<file path="src/rtl/mul_unit_pkg.sv">
// Shared CPU definitions for the iterative multiplier: operation encodings,
// FSM state encodings, iteration count and NZCV flag bit positions.
package mul_unit_pkg;

  localparam logic [1:0] MUL_R  = 2'b00;
  localparam logic [1:0] MUL_I  = 2'b01;
  localparam logic [1:0] MUL_SR = 2'b10;
  localparam logic [1:0] MUL_SI = 2'b11;

  localparam logic [1:0] ST_IDLE = 2'b00;
  localparam logic [1:0] ST_RUN  = 2'b01;
  localparam logic [1:0] ST_DONE = 2'b10;

  localparam int MUL_ITER = 32;

  localparam int FLAG_N = 3;
  localparam int FLAG_Z = 2;
  localparam int FLAG_C = 1;
  localparam int FLAG_V = 0;

endpackage

</file>
<file path="src/rtl/mul_unit.sv">
// Iterative 32x32 shift-add multiplier with signed fix-up and NZCV flags.
// Optional MUL_EARLY_EXIT_EN ends RUN as soon as the remaining multiplier is zero.
module mul_unit
  import mul_unit_pkg::*;
(
  input  logic        clk,
  input  logic        rst,
  input  logic        mul_start,
  input  logic [1:0]  mul_type,
  input  logic [31:0] operand_a,
  input  logic [31:0] operand_b,
  input  logic [3:0]  dest_reg,
  output logic        mul_busy,
  output logic        mul_release,
  output logic [31:0] mul_result,
  output logic [3:0]  mul_dest,
  output logic        write_to_reg,
  output logic [3:0]  flags_back
);

  localparam logic [4:0] LAST_ITER = 5'(MUL_ITER - 1);

  logic [1:0]  r_state;
  logic [63:0] r_acc;
  logic [63:0] r_mcand;
  logic [31:0] r_mplier;
  logic [4:0]  r_cnt;
  logic        r_sign;
  logic        r_signed;
  logic [3:0]  r_dest;

  logic        r_release;
  logic [31:0] r_result;
  logic [3:0]  r_dest_out;
  logic [3:0]  r_flags;

  logic               w_is_signed;
  logic [31:0]        w_a_mag;
  logic [31:0]        w_b_mag;
  logic [63:0]        w_acc_next;
  logic               w_last;
  logic               w_skip;
  logic signed [63:0] w_prod;
  logic [3:0]         w_flags;

  assign w_is_signed = (mul_type == MUL_SR) || (mul_type == MUL_SI);
  assign w_a_mag     = (w_is_signed && operand_a[31]) ? (~operand_a + 32'd1) : operand_a;
  assign w_b_mag     = (w_is_signed && operand_b[31]) ? (~operand_b + 32'd1) : operand_b;
  assign w_acc_next  = r_mplier[0] ? (r_acc + r_mcand) : r_acc;

`ifdef MUL_EARLY_EXIT_EN
  assign w_last = (r_cnt == LAST_ITER) || (r_mplier[31:1] == 31'd0);
  assign w_skip = (w_b_mag == 32'd0);
`else
  assign w_last = (r_cnt == LAST_ITER);
  assign w_skip = 1'b0;
`endif

  // Accumulator always holds the magnitude product; sign is restored here.
  assign w_prod = r_sign ? -$signed(r_acc) : $signed(r_acc);

  always_comb begin
    w_flags = 4'b0000;
    if (r_signed) begin
      w_flags[FLAG_N] = w_prod[31];
      w_flags[FLAG_Z] = (w_prod[31:0] == 32'd0);
      w_flags[FLAG_C] = (r_acc[63:32] != 32'd0);
      w_flags[FLAG_V] = (w_prod != $signed({{32{w_prod[31]}}, w_prod[31:0]}));
    end
  end

  always_ff @(posedge clk or negedge rst) begin
    if (!rst) begin
      r_state    <= ST_IDLE;
      r_acc      <= '0;
      r_mcand    <= '0;
      r_mplier   <= '0;
      r_cnt      <= '0;
      r_sign     <= 1'b0;
      r_signed   <= 1'b0;
      r_dest     <= '0;
      r_release  <= 1'b0;
      r_result   <= '0;
      r_dest_out <= '0;
      r_flags    <= '0;
    end else begin
      // Result outputs are zero except in the single release cycle.
      r_release  <= 1'b0;
      r_result   <= '0;
      r_dest_out <= '0;
      r_flags    <= '0;
      case (r_state)
        ST_IDLE: begin
          if (mul_start) begin
            r_acc    <= '0;
            r_cnt    <= '0;
            r_mcand  <= {32'd0, w_a_mag};
            r_mplier <= w_b_mag;
            r_sign   <= w_is_signed && (operand_a[31] ^ operand_b[31]);
            r_signed <= w_is_signed;
            r_dest   <= dest_reg;
            r_state  <= w_skip ? ST_DONE : ST_RUN;
          end
        end
        ST_RUN: begin
          r_acc    <= w_acc_next;
          r_mcand  <= {r_mcand[62:0], 1'b0};
          r_mplier <= {1'b0, r_mplier[31:1]};
          r_cnt    <= r_cnt + 5'd1;
          if (w_last) begin
            r_state <= ST_DONE;
          end
        end
        ST_DONE: begin
          r_release  <= 1'b1;
          r_result   <= w_prod[31:0];
          r_dest_out <= r_dest;
          r_flags    <= w_flags;
          r_state    <= ST_IDLE;
        end
        default: begin
          r_state <= ST_IDLE;
        end
      endcase
    end
  end

  assign mul_busy     = (r_state != ST_IDLE);
  assign mul_release  = r_release;
  assign write_to_reg = r_release;
  assign mul_result   = r_result;
  assign mul_dest     = r_dest_out;
  assign flags_back   = r_flags;

endmodule
</file>
<file path="config.mk">
export PLATFORM = sky130hd
export DESIGN_NAME = mul_unit
export DESIGN_NICKNAME = d
export VERILOG_FILES = /design/src/rtl/mul_unit_pkg.sv /design/src/rtl/mul_unit.sv
export SDC_FILE = /design/constraint.sdc
export NUM_CORES = 1
export LEC_CHECK = 0
export CORE_ASPECT_RATIO = 0.7
export CORE_MARGIN = 2
export CORE_UTILIZATION = 58
export CTS_CLUSTER_DIAMETER = 200
export DETAILED_ROUTE_END_ITERATION = 10
export GPL_ROUTABILITY_DRIVEN = 1
export GPL_TIMING_DRIVEN = 0
export PLACE_DENSITY = 0.79
export SYNTH_ARGS = -nofsm -noshare
export SYNTH_HDL_FRONTEND = slang
export SYNTH_SLANG_ARGS = --single-unit
</file>
<file path="constraint.sdc">
create_clock -name clk -period 4.4 [get_ports clk]
set_input_delay 0.66 -clock clk [delete_from_list [all_inputs] [get_ports clk]]
set_output_delay 0.66 -clock clk [all_outputs]
set_load 0.02 [all_outputs]
</file>
==> impl_results.md, run 1 <==
* Slew Viols, Final at 0
* TritonCTS sink count at 214
* Sequential-to-total area share from yosys stat at 36.0%
* Vias in the first global route at 12900
* Worst path slowest cell: or4b_1
* Cts hold-fix bufs at 0
* Post-synthesis compound-gate area fraction at 22.9%
* Status: finished clean
* Commonest cells post-synth: 268 x nand2_1, 225 x o21ai_0, 214 x dfrtp_1, 120 x nor2_1, 101 x xor2_1
* Multi-input logic area at 0.00903 mm²
* Pwr Density at 736 mW/mm²
* CTS Buf Count at 23
* Initial antenna violation count at 0
* Post-Syn Instances at 1804
* Leakage Power at 7.17 nW
* RSZ-0062 raised after global routing: false
* Fin Setup TNS at 0 ps
* CP bufs+invs at 2
* Final period util at 96.1%
* Largest area contributor in the synthesized netlist: dfrtp_1
* Fin. Hold Viols at 0
* Syn Area/Cell at 8.24 µm²
* Nets at 2087
* Worst path cell trace: inv_1 > ha_1 > or4b_1 > nor4_2 > nand4_1 > or2_1 > clkbuf_1 > o31ai_2 > xnor2_1 > nand2_1 > o31a_1 > a2111oi_1 > a41oi_1
* Drt first pass iters at 8
* Family with the most delay on the worst path: simple AND/OR/NAND/NOR gates
* Synth Area in Simple Gates at 20.3%
* Vias/cell at 6.29
* Xor and xnor area share after synthesis at 10.7%
* Port Buffers at 113
* First-pass GRT wire length at 69900 µm
* Initial Util at 59.7%
* CP Data Arrival Time at 4600 ps
* Final setup viols at 0
* Largest family of logic cells by synthesized area: compound AO/OA/AOI/OAI gates
* Min Tclk post-route at 4230 ps
* Syn Std Cell Area at 0.0149 mm²
* WL/cell at 19.7 µm
* Worst skew pair latency at 550 ps
* Count leader, synth: nand2_1
* Layout area overhead at 16.0%
* WP data required at 4770 ps
* Pin count of the biggest net entering global routing at 118
* CP startpoint kind: flip-flop
* GRT Total Usage at 33.0%
* Syn nets at 1947
* Final ANT Viol Nets at 0
* Rel. slew slack at 31.1%
* Root buf cell: clkbuf_16
* Largest cells by area after synthesis: dfrtp_1 36%, o21ai_0 7.6%, nand2_1 6.8%
* Yosys warns at 0
* CTS tree: yes
* Filler cells at 2029
* Post-synthesis mux area share at 0.539%
* Kind of critical path: flip-flop to flip-flop
* DIE AREA at 0.0270 mm²
* Final HPWL DP at 35100 µm
* H-Tree Depth at 1
* Chip width at 195 µm
* EDFF count, synth at 0
* Storage cell area at 0.00536 mm²
* Maximum net fanout on the critical path at 9
* DRC Markers at 0
* Synth Area in Adders at 5.94%
* Seq cells post-synth at 214
* Max Root-Sink Buffers at 3
* Ports at 116
* Most common flop cell mapped by yosys: dfrtp_1
* Total grt overflow at 0
* FP Rows at 48
* Max_cap viols at 0
* Crit end category: flip-flop
* Die span in y at 138 µm
* Worst-case vdd ir drop at 0.000449 V
* Fmax achieved at 237 MHz
* Initial DRC count at 1314
* Layout Utilization at 69.2%
* Asr flop ratio synth at 100%
* Yosys cell types at 73
* Clk_skew at 28.7 ps
* Drt total wl at 45000 µm
* Share of cells above drive strength 1 at 3.52%
* Final Wtd Congestion at 0.970
* Max stage delay on crit path at 560 ps
* Worst slew pin tran at 1030 ps
* Core outline area at 0.0249 mm²
* DR vias at 14400
* CTS clk-pin slew, worst paths at 60 ps
* Worst Hold Class: input pin to async pin
* Yosys top cell area share at 36.0%
## cell type report
class	count	share of cell area [%]
inverter	28	0.609
clock buffer	31	3.74
sequential	214	31.0
antenna	1	0.0145
clock inverter	8	0.631
buffer	110	2.47
timing repair buffer	115	6.79
tap	325	2.36
multi-input combinational	1452	52.3
## final timing paths
kind,startpoint,end,slack [ps],cells after the start
worst max-delay path,r_acc[1],flags_back[0],170,13
worst min-delay path,rst,mul_result[28],120,1
worst max register to register,r_acc[1],flags_back[0],170,13
worst min register to register,r_dest[1],r_dest[1],470,2
max in group asynchronous,rst,r_mplier[24],3140,2
min in group clk,r_dest[1],r_dest[1],470,2
## routing by layer
metal	GRT usage [%]	wire length, µm	part of all wire [%]
met5	0	0	0
met4	6.87	847	1.9
met3	5.91	4560	10
met2	48.4	18600	41
met1	50.7	21000	47
## metrics by stage
stage | setup slack [ps] | instance area (µm²) | instances | hold slack [ps] | total power, mW
after global routing | 4.55 | 17200 | 2283 | 234 | 13.6
final | 173 | 17200 | 2284 | 117 | 12.7
after global placement | -6250 | 16400 | 2242 | 453 | 10.3
after CTS | 29.7 | 17200 | 2283 | 192 | 12.5
after floorplan | 695 | 14900 | 1804 | 364 | 8.48
after detailed placement | -125 | 16400 | 2243 | 454 | 10.5
## cells by family (layout without fill, tap and decap cells)
kind of cell,count (synthesis),after routing
buf+inv,138,292
compound gates,554,554
xor+xnor,181,181
mux,8,8
fa+ha+maj,70,70
flops,214,214
simple gates,639,639
other cells,0,1
## sequential cells by signal, summed over array words and instances (netlist names)
register     count
flags_back       4
r_mcand         64
r_sign           1
r_state          2
r_mplier        32
r_signed         1
r_acc           64
mul_result      32
mul_dest         4
mul_release      1
r_dest           4
r_cnt            5
## what timing repair did
action	CTS	global route
pin swaps	1	0
setup endpoints to repair	1	9
buffers inserted	1	0
gates resized for setup	1	9
cloned	0	0
## report_power, final
part	total [mW]	internal [mW]	leakage, nW	switching [mW]
registers	3.68	2.69	2.77	0.981
clock network	1.97	1.15	0.375	0.820
logic	7.06	2.69	4.03	4.37
## cell usage in the layout (no fill, tap or decap), types with 10 or more instances in the layout
master           instances
ha_1                    69
nor2_1                 120
nor4_1                  15
a21oi_1                 97
nand2_1                268
xnor2_1                 79
o41ai_1                 15
dfrtp_1                214
xor2_1                 101
nand2b_1                15
a31oi_1                 16
or4_1                   15
o31ai_1                 32
or3_1                   24
a211oi_1                10
nand3_1                 38
nor2b_1                 10
nand4_1                 20
or2_2                   10
clkbuf_16               23
clkdlybuf4s50_1        112
a21o_1                  29
and2_1                  13
o21ai_0                224
clkbuf_1               102
inv_1                   28
nor3_1                  49
a22oi_1                 66
No activity file was read; power rests on OpenSTA's default activity.
==> inputs of run 2 (changes only) <==
--- a/config.mk
+++ b/config.mk
@@ -5,6 +5,7 @@
 export SDC_FILE = /design/constraint.sdc
 export NUM_CORES = 1
 export LEC_CHECK = 0
+export CAP_MARGIN = 25
 export CORE_ASPECT_RATIO = 0.7
 export CORE_MARGIN = 2
 export CORE_UTILIZATION = 58
==> results of run 2 <==
The final DEF is identical to that of run 1; final timing and power are the same.
==> inputs of run 3 (changes only) <==
--- a/config.mk
+++ b/config.mk
@@ -8,12 +8,11 @@
 export CAP_MARGIN = 25
 export CORE_ASPECT_RATIO = 0.7
 export CORE_MARGIN = 2
-export CORE_UTILIZATION = 58
+export CORE_UTILIZATION = 40
 export CTS_CLUSTER_DIAMETER = 200
 export DETAILED_ROUTE_END_ITERATION = 10
 export GPL_ROUTABILITY_DRIVEN = 1
 export GPL_TIMING_DRIVEN = 0
-export PLACE_DENSITY = 0.79
 export SYNTH_ARGS = -nofsm -noshare
 export SYNTH_HDL_FRONTEND = slang
 export SYNTH_SLANG_ARGS = --single-unit
==> run 3 against run 2 <==
  * Sequential share of layout area is 0.70 points lower
  * Non-clock buffer count increased by 3
  * Combinational power rose by 0.7%
  * Routed wire length increased by 3.7%
  * Total power rose by 2.2%
  * Die area up 44%
  * Utilization shrank 21 points
  * Largest power group unchanged
  * Global-route usage down 9.1 points
  * Hold slack better by 350 ps
  * Setup slack improved by 47 ps
  * Clock skew decreased by 0.91 ps
  * Design area is 2.3% higher
==> impl_results.md, run 3 (synthesized netlist as in run 1, its figures left out) <==
* Nets at 2092
* Routing usage on met2 at 32.6%
* FP Rows at 59
* Most common cell after layout, fill and taps aside: nand2_1
* Final period util at 95.0%
* Min Tclk post-route at 4180 ps
* Fmax achieved at 239 MHz
* Layout area overhead at 18.7%
* RSZ-0062 raised after global routing: false
* Final Wtd Congestion at 0.928
* Chip width at 234 µm
* DR vias at 14000
* Final setup viols at 0
* Initial Util at 40.3%
* Worst setup margin at 220 ps
* ANT cells at 0
* DRC Markers at 0
* Maximum net fanout on the critical path at 5
* Share of cells above drive strength 1 at 4.12%
* Clk_skew at 27.7 ps
* Initial DRC count at 1179
* Most crowded layer after global routing: met1
* Total grt overflow at 0
* Status: finished clean
* Vias in the first global route at 12700
* Multi-input logic area at 0.00905 mm²
* Crit end category: flip-flop
* WP data required at 4810 ps
* Max stage delay on crit path at 470 ps
* Worst Hold Class: flip-flop to flip-flop
* Fin. Hold Viols at 0
* CTS Buf Count at 25
* CTS tree: yes
* Max Root-Sink Buffers at 3
* Leakage Power at 7.25 nW
* Final ANT Viol Nets at 0
* CP startpoint kind: flip-flop
* Slew Viols, Final at 0
* Worst path slowest cell: dfrtp_1
* Vias/cell at 5.70
* Ports at 116
* Die span in y at 165 µm
* Biggest regs: r_acc: 64 flops, r_mcand: 64 flops
* Pin count of the biggest net entering global routing at 99
* Worst-case vdd ir drop at 0.000343 V
* Initial antenna violation count at 5
* Rel. slew slack at 37.2%
* TritonCTS sink count at 214
* WL/cell at 19.0 µm
* H-Tree Depth at 1
* GR Util met1 at 38.9%
* Worst path cell trace: ha_1 > fa_1 > a211oi_1 > o21bai_1 > a22oi_1 > o31ai_1 > a21o_1 > a311o_1 > a211oi_4 > o21ai_0 > a211oi_1 > xor2_1 > o21ai_0
* CTS clk-pin slew, worst paths at 60 ps
* Worst slew pin tran at 936 ps
* M3 GR Usage at 3.97%
* Core outline area at 0.0369 mm²
* Storage cell area at 0.00536 mm²
* Root buf cell: clkbuf_16
* Commonest cells after routing, fill and taps aside: 268 x nand2_1, 224 x o21ai_0, 214 x dfrtp_1
* Filler cells at 3612
* First-pass GRT wire length at 72200 µm
* Port Buffers at 113
* Pwr Density at 736 mW/mm²
* Worst skew pair latency at 550 ps
* Hold WS at 467 ps
* Drt total wl at 46600 µm
* Placement Setup Slack at -186 ps
* Kind of critical path: flip-flop to flip-flop
* DIE AREA at 0.0388 mm²
* Drt first pass iters at 5
* CP Data Arrival Time at 4590 ps
* Max_cap viols at 0
* GRT Total Usage at 23.8%
* Final HPWL DP at 36800 µm
run 3: changes by cell type in the layout (fill, tap and decap cells not counted), moves of 2 or more:
| cell | delta |
|---|---|
| clkinvlp_4 | +2 |
| clkbuf_16 | +2 |
| clkbuf_1 | -2 |
| bufinv_16 | +2 |
run 3: cell type report:
type                            instances  share of cell area, %
Multi-Input combinational cell       1452                   51.3
Sequential cell                       214                   30.4
Timing Repair Buffer                  118                   6.89
Clock buffer                           32                   3.98
Tap cell                              488                   3.46
Buffer                                110                   2.42
Clock inverter                         13                   1.03
Inverter                               28                  0.596
run 3: path summary, 6_finish.rpt:
kind / start / to / slack (ps) / cells after the start
min reg2reg: r_dest[0] / r_dest[0] / 470 / 2
max reg2reg: r_acc[0] / r_acc[40] / 220 / 13
min: r_dest[0] / r_dest[0] / 470 / 2
max in group asynchronous: rst / r_mplier[13] / 2640 / 4
min in group asynchronous: rst / mul_result[30] / 600 / 2
max: r_acc[0] / r_acc[40] / 220 / 13
run 3: layer usage:
metal  wire, µm  vias to the layer above
met3       3290                       47
met1      24400                     6712
met5         46                        -
li1           -                     6796
met4        669                        8
met2      18200                      441
run 3: timing repair:
action / CTS / global route
cloned: 0 / 0
pin swaps: 1 / 1
hold buffers: 1 / 0
endpoints found under the setup margin: 3 / 7
setup buffers: 2 / 0
hold endpoints to repair: 1 / 0
gates resized for setup: 2 / 12
run 3: critical path: cells and delay by family, from the launching register on:
kind,cells,cell delay [ps]
flip-flops,1,470
adder cells (fa/ha/maj),2,740
AO/OA/AOI/OAI,10,2690
XOR/XNOR,1,170
run 3: stage by stage:
stage | utilization (%) | TNS (ps) | std cells | power [mW] | area (µm²)
floorplan | - | 0 | 1804 | 8.48 | 14900
global placement | 45.0 | -1408910 | 2405 | 10.5 | 16600
detailed placement | 45.2 | -226 | 2407 | 10.6 | 16700
CTS | 47.7 | 0 | 2455 | 12.9 | 17600
global route | 47.8 | 0 | 2455 | 14.0 | 17600
finish | 47.8 | 0 | 2455 | 13.0 | 17600
run 3: report_power, final:
group	internal, mW	leakage, nW	switching [mW]
logic	2.70	4.05	4.41
registers	2.69	2.77	0.966
clock network	1.36	0.432	0.856
